==> src/rtl/jpeg_block_sequencer.sv <==
// Frame-level sequencer between zigzag/quantizer and run-length encoder:
// 8x8 block and MCU counting, component tagging, DC differencing, restart intervals.
module jpeg_block_sequencer #(
  parameter int SUBSAMPLE = 1,
  parameter int CW        = 11
) (
  input  logic          clk,
  input  logic          rst,
  input  logic          start,
  input  logic [15:0]   mcu_total,
  input  logic [15:0]   restart_interval,
  input  logic          ena_in,
  input  logic [CW-1:0] coef_in,
  output logic          rdy_out,
  output logic          ena_out,
  output logic [CW:0]   coef_out,
  input  logic          rdy_in,
  input  logic          enc_done,
  output logic [1:0]    comp_id,
  output logic          rst_req,
  input  logic          rst_ack,
  output logic [2:0]    rst_num,
  output logic          busy,
  output logic          frame_done
);

  localparam logic [2:0] LAST_BLK = (SUBSAMPLE != 0) ? 3'd5 : 3'd2;

  typedef enum logic [2:0] {IDLE, STREAM, DRAIN, RESTART, FINISH} state_e;

  state_e        state_q, state_d;
  logic [15:0]   mcu_tot_q, mcu_tot_d;
  logic [15:0]   rint_q, rint_d;
  logic [15:0]   mcu_cnt_q, mcu_cnt_d;
  logic [15:0]   rcnt_q, rcnt_d;
  logic [2:0]    blk_q, blk_d;
  logic [2:0]    rst_num_q, rst_num_d;
  logic [1:0]    comp_q, comp_d;
  logic [5:0]    idx_q, idx_d;
  logic [CW-1:0] pred_q [3];
  logic [CW-1:0] pred_d [3];
  logic          busy_q, fd_q, rreq_q;

  logic          beat;
  logic          mcu_done;
  logic [CW-1:0] pred_sel;

  function automatic logic [1:0] comp_of(input logic [2:0] blk);
    if (SUBSAMPLE != 0) begin
      if (blk < 3'd4)       comp_of = 2'd0;
      else if (blk == 3'd4) comp_of = 2'd1;
      else                  comp_of = 2'd2;
    end else begin
      comp_of = blk[1:0];
    end
  endfunction

  always_comb begin
    case (comp_q)
      2'd1:    pred_sel = pred_q[1];
      2'd2:    pred_sel = pred_q[2];
      default: pred_sel = pred_q[0];
    endcase
  end

  always_comb begin
    state_d   = state_q;
    mcu_tot_d = mcu_tot_q;
    rint_d    = rint_q;
    mcu_cnt_d = mcu_cnt_q;
    rcnt_d    = rcnt_q;
    blk_d     = blk_q;
    rst_num_d = rst_num_q;
    comp_d    = comp_q;
    idx_d     = idx_q;
    for (int unsigned i = 0; i < 3; i++) pred_d[i] = pred_q[i];
    rdy_out   = 1'b0;
    ena_out   = 1'b0;
    coef_out  = '0;
    beat      = 1'b0;
    mcu_done  = 1'b0;

    case (state_q)
      IDLE: begin
        if (start) begin
          state_d   = STREAM;
          mcu_tot_d = (mcu_total == 16'd0) ? 16'd1 : mcu_total;
          rint_d    = restart_interval;
          mcu_cnt_d = '0;
          rcnt_d    = '0;
          blk_d     = '0;
          comp_d    = '0;
          idx_d     = '0;
          rst_num_d = '0;
          for (int unsigned i = 0; i < 3; i++) pred_d[i] = '0;
        end
      end
      STREAM: begin
        rdy_out = rdy_in;
        beat    = ena_in && rdy_in;
        ena_out = beat;
        if (idx_q == 6'd0)
          coef_out = {coef_in[CW-1], coef_in} - {pred_sel[CW-1], pred_sel};
        else
          coef_out = {coef_in[CW-1], coef_in};
        if (beat) begin
          idx_d = idx_q + 6'd1;
          if (idx_q == 6'd0) begin
            for (int unsigned i = 0; i < 3; i++)
              if (comp_q == i[1:0]) pred_d[i] = coef_in;
          end
          if (idx_q == 6'd63) state_d = DRAIN;
        end
      end
      DRAIN: begin
        if (enc_done) begin
          if (blk_q == LAST_BLK) begin
            mcu_done  = 1'b1;
            blk_d     = '0;
            mcu_cnt_d = mcu_cnt_q + 16'd1;
            rcnt_d    = rcnt_q + 16'd1;
          end else begin
            blk_d = blk_q + 3'd1;
          end
          comp_d = comp_of(blk_d);
          // rcnt tracks MCUs since the last restart, avoiding a modulo on mcu_cnt
          if (mcu_done && mcu_cnt_d == mcu_tot_q) begin
            state_d = FINISH;
          end else if (mcu_done && rint_q != 16'd0 && rcnt_d == rint_q) begin
            state_d = RESTART;
            rcnt_d  = '0;
          end else begin
            state_d = STREAM;
          end
        end
      end
      RESTART: begin
        if (rst_ack) begin
          for (int unsigned i = 0; i < 3; i++) pred_d[i] = '0;
          rst_num_d = rst_num_q + 3'd1;
          state_d   = STREAM;
        end
      end
      FINISH:  state_d = IDLE;
      default: state_d = IDLE;
    endcase
  end

  always_ff @(posedge clk) begin
    if (rst) begin
      state_q   <= IDLE;
      mcu_tot_q <= '0;
      rint_q    <= '0;
      mcu_cnt_q <= '0;
      rcnt_q    <= '0;
      blk_q     <= '0;
      rst_num_q <= '0;
      comp_q    <= '0;
      idx_q     <= '0;
      for (int unsigned i = 0; i < 3; i++) pred_q[i] <= '0;
      busy_q    <= 1'b0;
      fd_q      <= 1'b0;
      rreq_q    <= 1'b0;
    end else begin
      state_q   <= state_d;
      mcu_tot_q <= mcu_tot_d;
      rint_q    <= rint_d;
      mcu_cnt_q <= mcu_cnt_d;
      rcnt_q    <= rcnt_d;
      blk_q     <= blk_d;
      rst_num_q <= rst_num_d;
      comp_q    <= comp_d;
      idx_q     <= idx_d;
      for (int unsigned i = 0; i < 3; i++) pred_q[i] <= pred_d[i];
      busy_q    <= (state_d != IDLE);
      fd_q      <= (state_d == FINISH);
      rreq_q    <= (state_d == RESTART);
    end
  end

  assign comp_id    = comp_q;
  assign rst_num    = rst_num_q;
  assign busy       = busy_q;
  assign frame_done = fd_q;
  assign rst_req    = rreq_q;

endmodule

==> config.mk <==
export PLATFORM = sky130hd
export DESIGN_NAME = jpeg_block_sequencer
export DESIGN_NICKNAME = d
export VERILOG_FILES = /design/src/rtl/jpeg_block_sequencer.sv
export SDC_FILE = /design/constraint.sdc
export NUM_CORES = 1
export LEC_CHECK = 0
export ABC_AREA = 1
export CORE_ASPECT_RATIO = 0.6
export CORE_MARGIN = 5
export CORE_UTILIZATION = 45
export CTS_BUF_LIST = sky130_fd_sc_hd__clkbuf_8
export CTS_CLUSTER_DIAMETER = 150
export DETAILED_ROUTE_END_ITERATION = 6
export PLACE_DENSITY = 0.74
export SKIP_CTS_REPAIR_TIMING = 1
export SYNTH_ARGS = -nofsm -noshare
export SYNTH_HDL_FRONTEND = slang
export SYNTH_SLANG_ARGS = --single-unit
==> constraint.sdc <==
create_clock -name clk -period 3.21 [get_ports clk]
set_input_delay 0.321 -clock clk [delete_from_list [all_inputs] [get_ports clk]]
set_output_delay 0.321 -clock clk [all_outputs]
set_load 0.05 [all_outputs]
==> results of run 1 <==
state kept, by name, summed over array words and instances, names as in the netlist:
signal      cells
pred_q         33
frame_done      1
comp_id         2
idx_q           6
busy            1
state_q         3
mcu_tot_q      16
blk_q           3
mcu_cnt_q      16
rint_q         16
rst_num         3
rst_req         1
rcnt_q         16
cell families (layout without fill, tap and decap cells):
logic type / after synthesis / count (layout) / share of synthesized area
and+or+nand+nor: 599 / 599 / 0.360
AOI/OAI and AO/OA: 204 / 204 / 0.155
buffers and inverters: 167 / 263 / 0.0949
DFF: 117 / 117 / 0.338
adders and majority gates: 20 / 20 / 0.0372
xor gates and xnor gates: 9 / 9 / 0.0153
worst paths after layout:
path	startpoint	to	slack, ns	cells after the start
max	comp_id[0]	coef_out[9]	-0.15	16
min	rst	rcnt_q[4]	0.39	2
max reg2reg	mcu_cnt_q[0]	rcnt_q[1]	0.38	13
min reg2reg	mcu_tot_q[11]	mcu_tot_q[11]	0.49	2
cells in the mapped netlist, drive strengths merged, types with 3 or more instances:
master  instances
o21ai          91
o22ai           8
inv           132
nand2         327
buf            10
xor2            5
o21bai          4
nand3         105
nor4            4
dfxtp         117
a21oi          89
nand3b          3
nor3            9
clkbuf         24
nand4          17
ha             19
nor2          131
a211oi          4
per-stage QoR:
step / setup TNS (ns) / std cells / util / hold WS (ns)
6_report: -0.534 / 1415 / 0.575 / 0.387
3_3_place_gp: 0 / 1370 / 0.526 / 0.475
4_1_cts: -1.99 / 1402 / 0.561 / 0.341
2_1_floorplan: -0.0479 / 1116 / - / 0.434
5_1_grt: -1.48 / 1415 / 0.575 / 0.375
3_5_place_dp: 0 / 1370 / 0.526 / 0.480
area by class of cell:
type	count	area, sq um	area share
inverter	132	500	0.0571
multi-input combinational	832	4080	0.465
clock inverter	14	280	0.0320
sequential	117	2350	0.268
clock buffer	18	248	0.0283
tap	203	254	0.0290
timing repair buffer	99	1050	0.120
per-layer routing:
metal / GRT usage / share of wire
met1: 0.357 / 0.51
met5: 0 / 0
met3: 0.0483 / 0.076
met2: 0.300 / 0.41
met4: 0.0610 / 0.012
cell usage in the layout (no fill, tap or decap), types with 2 or more instances in the layout:
cell type and n:
nand3_2 3, a22o_1 2, dfxtp_1 115, ha_4 3, xor2_1 5, bufinv_16 8, nor4_1 4, nor3_1 7
nor2_2 5, nand4_1 17, inv_2 3, inv_4 2, clkdlybuf4s50_1 58, ha_1 15, clkinv_4 3, clkbuf_8 18
buf_6 4, xnor2_1 2, o21ai_2 4, nand2_2 2, buf_12 12, o21ai_0 82, dfxtp_4 2, inv_1 128
o22ai_2 4, a21oi_1 85, nand3b_1 3, nand2_1 324, o22ai_1 4, nor3_2 2, o21bai_1 4, buf_4 24
a211oi_1 4, o21ai_1 4, clkinv_2 2, nor2_1 125, xnor3_1 2, a21oi_2 4, nand3_1 102
power groups by stage:
stage | Combinational, mW | Clock, mW | Sequential [mW]
floorplan | 0.551 | 0 | 1.62
global placement | 0.874 | 0 | 1.64
detailed placement | 0.881 | 0 | 1.64
CTS | 0.886 | 1.83 | 1.61
global route | 1.02 | 1.89 | 1.62
finish | 0.936 | 1.80 | 1.61
critical path, stage by stage, from the launching register on:
cell      delay, ns
dfxtp_4        0.39
inv_4          0.06
ha_4           0.32
buf_6          0.14
o21ai_2        0.05
ha_1           0.33
a21oi_2        0.17
nand2_1        0.10
nand2_1        0.07
o211ai_1       0.12
nand2_1        0.11
nand2_1        0.06
a21o_1         0.20
nand2_2        0.08
nand2_2        0.06
o21ai_4        0.18
buf_12         0.15
==> metrics.txt, run 1 <==
# TYPE chip_impl_metric gauge
chip_impl_metric{name="num_antenna_cells",unit=""} 0
chip_impl_metric{name="cell_area_after_technology_mapping",unit="sq um"} 6930
chip_impl_metric{name="die_area",unit="sq um"} 18100
chip_impl_metric{name="grt.overflow.total",unit=""} 0
chip_impl_metric{name="grt_pass1_vias",unit=""} 6574
chip_impl_metric{name="post_synth_num_cell_types",unit=""} 41
chip_impl_metric{name="vdd_drop_max",unit="mV"} 0.325
chip_impl_metric{name="final.period_utilization",unit=""} 1.05
chip_impl_metric{name="tritoncts.num_buffers",unit=""} 17
chip_impl_metric{name="detail-route-antenna-nets",unit=""} 0
chip_impl_metric{name="core_area",unit="sq um"} 15200
chip_impl_info{name="cp-end-kind",value="output port"} 1
chip_impl_metric{name="clk_pin_slew_worst_paths",unit="ns"} 0.08
chip_impl_metric{name="max-clock-path-buffers",unit=""} 2
chip_impl_metric{name="floorplan.die.height",unit="um"} 106
chip_impl_metric{name="first_pass_iters",unit=""} 6
chip_impl_metric{name="synth_seq_cells",unit=""} 117
chip_impl_metric{name="syn-num-nets",unit=""} 1186
chip_impl_info{name="failing_checks",value="setup timing"} 1
chip_impl_metric{name="first_iter_violations",unit=""} 709
chip_impl_metric{name="switching_power",unit="mW"} 1.25
chip_impl_info{name="synth_flop_cell",value="dfxtp_1"} 1
chip_impl_metric{name="power.combinational.fraction",unit=""} 0.215
chip_impl_metric{name="clock_sink_count",unit=""} 117
chip_impl_metric{name="postPlaceCellArea",unit="sq um"} 8020
chip_impl_metric{name="initial_core_util",unit=""} 0.455
chip_impl_info{name="outcome",value="finished with violations"} 1
chip_impl_metric{name="timing_max_transition_violations_final",unit=""} 0
chip_impl_metric{name="cellPowerDensity",unit="nW/um^2"} 496
chip_impl_info{name="clock_tree_from_tritoncts",value="yes"} 1
chip_impl_metric{name="insertion_delay",unit="ns"} 0.43
chip_impl_info{name="rsz0062_at_grt",value="yes"} 1
chip_impl_metric{name="design.portCount",unit=""} 72
chip_impl_metric{name="clock.fmax",unit="MHz"} 298
chip_impl_metric{name="grt_max_degree",unit=""} 39
chip_impl_metric{name="area_growth_syn_to_layout",unit="%"} 26.4
chip_impl_metric{name="grt_first_pass_wirelength",unit="um"} 33400
chip_impl_metric{name="synth_edf_count",unit=""} 0
chip_impl_metric{name="cp_data_arrival_time",unit="ns"} 3.03
chip_impl_metric{name="drt-wirelength-per-cell",unit="um"} 14.5
chip_impl_metric{name="worst_slew_margin_rel",unit=""} 0.605
chip_impl_metric{name="antenna_found_initial",unit=""} 0
chip_impl_metric{name="synthArstFlopShare",unit=""} 0
chip_impl_metric{name="ys_warn_count",unit=""} 0
chip_impl_info{name="path_class_of_the_lowest_slack_min_delay_path",value="input port to flop"} 1
chip_impl_metric{name="row_count",unit=""} 35
chip_impl_metric{name="place_ws",unit="ns"} 0.0978
chip_impl_info{name="clk_root_buffer_cell",value="clkbuf_8"} 1
chip_impl_metric{name="total_power",unit="mW"} 4.35
chip_impl_metric{name="avgViaCountPerCell",unit=""} 5.25
chip_impl_metric{name="synth.avg_cell_area",unit="sq um"} 6.21
chip_impl_metric{name="p_sw_frac",unit=""} 0.287
chip_impl_metric{name="grt_util_all_layers",unit=""} 0.225
chip_impl_metric{name="internal_power",unit="mW"} 3.10
chip_impl_metric{name="drc_errors",unit=""} 0
chip_impl_metric{name="gp_congestion",unit=""} 0.903
chip_impl_info{name="post-synth-top-area-cell",value="dfxtp_1"} 1
chip_impl_metric{name="die_w",unit="um"} 170
chip_impl_metric{name="port_buffers",unit=""} 71
chip_impl_info{name="synth_area_leaders",value="dfxtp_1, nand2_1, nand3_1"} 1
chip_impl_metric{name="finalClockSkew",unit="ns"} 0.0163
chip_impl_metric{name="timing.final.hold_violations",unit=""} 0
chip_impl_metric{name="fillerInstances",unit=""} 1423
chip_impl_metric{name="routed_wirelength",unit="um"} 20500
chip_impl_info{name="setup.worst_path.start_class",value="flop"} 1
chip_impl_metric{name="fraction_of_layout_cells_with_a_size_suffix_above_1",unit=""} 0.0941
chip_impl_metric{name="finalNetCount",unit=""} 1269
chip_impl_metric{name="fin_area",unit="sq um"} 8760
chip_impl_metric{name="report.final.setup_viol",unit=""} 5
chip_impl_metric{name="min_period",unit="ns"} 3.36
chip_impl_info{name="critical_path_class",value="flop to output port"} 1
chip_impl_metric{name="seq_power_share",unit=""} 0.370
chip_impl_metric{name="detailroute.via_count",unit=""} 7434
chip_impl_metric{name="worstPathMaxFanout",unit=""} 6
chip_impl_metric{name="dpl.hpwl",unit="um"} 14900
chip_impl_metric{name="tightestPinTransition",unit="ns"} 0.590
chip_impl_metric{name="netlist_instances",unit=""} 1116
chip_impl_metric{name="power.clock.fraction",unit=""} 0.415
chip_impl_metric{name="synthDominantCellAreaShare",unit=""} 0.338
chip_impl_metric{name="cp.required",unit="ns"} 2.89
chip_impl_metric{name="cts_htree_levels",unit=""} 4
chip_impl_metric{name="power.leakage",unit="nW"} 3.61
chip_impl_metric{name="sequential_fraction_of_the_synthesis_area",unit=""} 0.338
chip_impl_metric{name="post-route-worst-setup-slack",unit="ns"} -0.145
chip_impl_metric{name="maxCapViolCount",unit=""} 0
Power figures use the tool's default switching activity.
==> run 2: changes to the inputs <==
--- a/config.mk
+++ b/config.mk
@@ -6,6 +6,7 @@
 export NUM_CORES = 1
 export LEC_CHECK = 0
 export ABC_AREA = 1
+export CAP_MARGIN = 20
 export CORE_ASPECT_RATIO = 0.6
 export CORE_MARGIN = 5
 export CORE_UTILIZATION = 45
==> results of run 2 <==
No change in the layout: final DEF, timing and power equal those of run 1.
==> run 3: changes to the inputs <==
--- a/config.mk
+++ b/config.mk
@@ -6,6 +6,7 @@
 export NUM_CORES = 1
 export LEC_CHECK = 0
 export ABC_AREA = 1
+export ABC_CLOCK_PERIOD_IN_PS = 4200
 export CAP_MARGIN = 20
 export CORE_ASPECT_RATIO = 0.6
 export CORE_MARGIN = 5
==> constraint.sdc (replaced) <==
create_clock -name clk -period 4.2 [get_ports clk]
set_input_delay 0.42 -clock clk [delete_from_list [all_inputs] [get_ports clk]]
set_output_delay 0.42 -clock clk [all_outputs]
set_load 0.05 [all_outputs]
==> run 3 against run 2 <==
Against the previous run: the run now ends clean; register-to-register slack better by 0.90 ns; largest cell class unchanged; routed wire length shrank 3.1%; clock power down 42%; core utilization fell by 3.5 points.
==> metrics.txt, run 3 (synthesis results as in run 1) <==
# TYPE chip_impl_metric gauge
chip_impl_info{name="outcome",value="complete, no violations"} 1
chip_impl_metric{name="die_w",unit="um"} 170
chip_impl_info{name="path_class_of_the_lowest_slack_min_delay_path",value="flop to flop"} 1
chip_impl_metric{name="routed_wirelength",unit="um"} 19900
chip_impl_metric{name="detail-route-antenna-nets",unit=""} 0
chip_impl_metric{name="max-clock-path-buffers",unit=""} 2
chip_impl_info{name="setup.worst_path.start_class",value="flop"} 1
chip_impl_info{name="cp-end-kind",value="output port"} 1
chip_impl_metric{name="grt_first_pass_wirelength",unit="um"} 31800
chip_impl_metric{name="core_area",unit="sq um"} 15200
chip_impl_metric{name="finalNetCount",unit=""} 1253
chip_impl_metric{name="first_pass_iters",unit=""} 6
chip_impl_info{name="min_from",value="rst_num[1]"} 1
chip_impl_metric{name="largest_register_ffs",unit=""} 33
chip_impl_metric{name="design.portCount",unit=""} 72
chip_impl_metric{name="hold_worst_slack",unit="ns"} 0.483
chip_impl_metric{name="floorplan.die.height",unit="um"} 106
chip_impl_info{name="crit_path_cell_chain",value="inv_1 > ha_1 > nand2_1 > nand3_1 > o21ai_0 > inv_1 > ha_1 > fa_1 > inv_1 > nand3_1 > nand2_1 > nor2_1 > o22ai_1 > clkdlybuf4s50_1"} 1
chip_impl_metric{name="finalClockSkew",unit="ns"} 0.0122
chip_impl_metric{name="gp_congestion",unit=""} 0.941
chip_impl_metric{name="report.final.setup_viol",unit=""} 0
chip_impl_metric{name="grt.overflow.total",unit=""} 0
chip_impl_info{name="crit_top_cell",value="inv_1"} 1
chip_impl_metric{name="insertion_delay",unit="ns"} 0.44
chip_impl_metric{name="dpl.hpwl",unit="um"} 14700
chip_impl_info{name="critical_path.reg2reg.startpoint",value="blk_q[1]"} 1
chip_impl_metric{name="cp_num_buf_inv",unit=""} 4
chip_impl_metric{name="row_count",unit=""} 35
chip_impl_metric{name="biggest_cell_delay_along_the_critical_path",unit="ns"} 0.82
chip_impl_metric{name="drt-wirelength-per-cell",unit="um"} 14.2
chip_impl_metric{name="fraction_of_layout_cells_with_a_size_suffix_above_1",unit=""} 0.0477
chip_impl_metric{name="register_area",unit="sq um"} 2340
chip_impl_metric{name="clock.fmax",unit="MHz"} 256
chip_impl_info{name="final_cell_mix",value="nand2_1, inv_1, nor2_1"} 1
chip_impl_metric{name="clk_pin_slew_worst_paths",unit="ns"} 0.08
chip_impl_metric{name="cellPowerDensity",unit="nW/um^2"} 350
chip_impl_metric{name="timing.reg2reg.setup_slack",unit="ns"} 1.28
chip_impl_info{name="clock_tree_from_tritoncts",value="yes"} 1
chip_impl_metric{name="initial_core_util",unit=""} 0.455
chip_impl_metric{name="timing.final.hold_violations",unit=""} 0
chip_impl_metric{name="final.period_utilization",unit=""} 0.930
chip_impl_metric{name="maxCapViolCount",unit=""} 0
chip_impl_metric{name="grt_max_degree",unit=""} 43
chip_impl_metric{name="place_ws",unit="ns"} 0.613
chip_impl_info{name="critical_path_class",value="flop to output port"} 1
chip_impl_metric{name="antenna_found_initial",unit=""} 0
chip_impl_metric{name="post-route-worst-setup-slack",unit="ns"} 0.295
chip_impl_metric{name="cp_data_arrival_time",unit="ns"} 3.48
chip_impl_metric{name="worstPathMaxFanout",unit=""} 12
chip_impl_info{name="clk_root_buffer_cell",value="clkbuf_8"} 1
chip_impl_metric{name="tritoncts.num_buffers",unit=""} 17
chip_impl_metric{name="detailroute.via_count",unit=""} 7393
chip_impl_metric{name="fin_tns_setup",unit="ns"} 0
chip_impl_metric{name="cp.required",unit="ns"} 3.78
chip_impl_metric{name="drc_errors",unit=""} 0
chip_impl_info{name="final_common_cell",value="nand2_1"} 1
chip_impl_metric{name="grt_pass1_vias",unit=""} 6442
chip_impl_metric{name="tightestPinTransition",unit="ns"} 0.760
chip_impl_metric{name="multi_input_comb_area",unit="sq um"} 3940
chip_impl_metric{name="timing_max_transition_violations_final",unit=""} 0
chip_impl_metric{name="worst_slew_margin_rel",unit=""} 0.492
chip_impl_metric{name="grt_util_all_layers",unit=""} 0.216
chip_impl_metric{name="min_period",unit="ns"} 3.90
chip_impl_info{name="largest-register",value="pred_q"} 1
chip_impl_metric{name="num_antenna_cells",unit=""} 0
chip_impl_metric{name="die_area",unit="sq um"} 18100
chip_impl_metric{name="avgViaCountPerCell",unit=""} 5.29
chip_impl_metric{name="first_iter_violations",unit=""} 753
chip_impl_info{name="largest_delay_contributor_family_on_the_critical_path",value="buffers and inverters"} 1
chip_impl_metric{name="power.leakage",unit="nW"} 3.43
chip_impl_metric{name="port_buffers",unit=""} 71
chip_impl_info{name="rsz0062_at_grt",value="no"} 1
chip_impl_metric{name="vdd_drop_max",unit="mV"} 0.181
chip_impl_metric{name="fillerInstances",unit=""} 1498
chip_impl_info{name="critical_path.startpoint",value="comp_id[0]"} 1
chip_impl_info{name="worst_path_max_delay_cell",value="clkdlybuf4s50_1"} 1
chip_impl_metric{name="cts_htree_levels",unit=""} 4
chip_impl_metric{name="clock_sink_count",unit=""} 117
chip_impl_metric{name="area_growth_syn_to_layout",unit="%"} 18.6
-- run 3: final cells by class --
cell class,count,share of cell area
clock buffer,17,0.0284
tap,203,0.0309
sequential,117,0.285
timing repair buffer,83,0.0986
inverter,132,0.0602
clock inverter,14,0.0187
multi-input combinational,832,0.478
-- run 3: path summary, 6_finish.rpt --
check | to | cells after the start
setup reg to reg | rcnt_q[11] | 13
hold / removal | rst_num[1] | 2
hold reg to reg | rst_num[1] | 2
setup / recovery | coef_out[4] | 14
-- run 3: metrics by stage --
| step | cell area (sq um) | instances | utilization | power (mW) |
|---|---|---|---|---|
| after global routing | 8230 | 1398 | 0.540 | 3.01 |
| after CTS | 8200 | 1397 | 0.538 | 2.88 |
| after detailed placement | 7810 | 1366 | 0.513 | 1.86 |
| after global placement | 7810 | 1366 | 0.513 | 1.85 |
| final | 8230 | 1398 | 0.540 | 2.88 |
| after floorplan | 6930 | 1116 | - | 1.65 |
-- run 3: where the power goes --
group / switching, mW / total [mW] / internal [mW]
Sequential: 0.0463 / 1.23 / 1.18
Combinational: 0.394 / 0.615 / 0.220
Clock: 0.507 / 1.04 / 0.529
Total: 0.948 / 2.88 / 1.93
-- run 3: tightest hold or removal path: cells and delay by family, from the launching register on --
family	cells	cell delay, ns
flip-flops	1	0.33
AND/OR/NAND/NOR	1	0.06
AO/OA/AOI/OAI	1	0.05
-- run 3: per-layer routing --
layer	vias to the layer above	wire (um)	GRT usage
met2	306	7780	0.286
li1	3762	-	-
met3	25	1660	0.0412
met5	-	0	0
met1	3300	10200	0.347
met4	0	223	0.0570
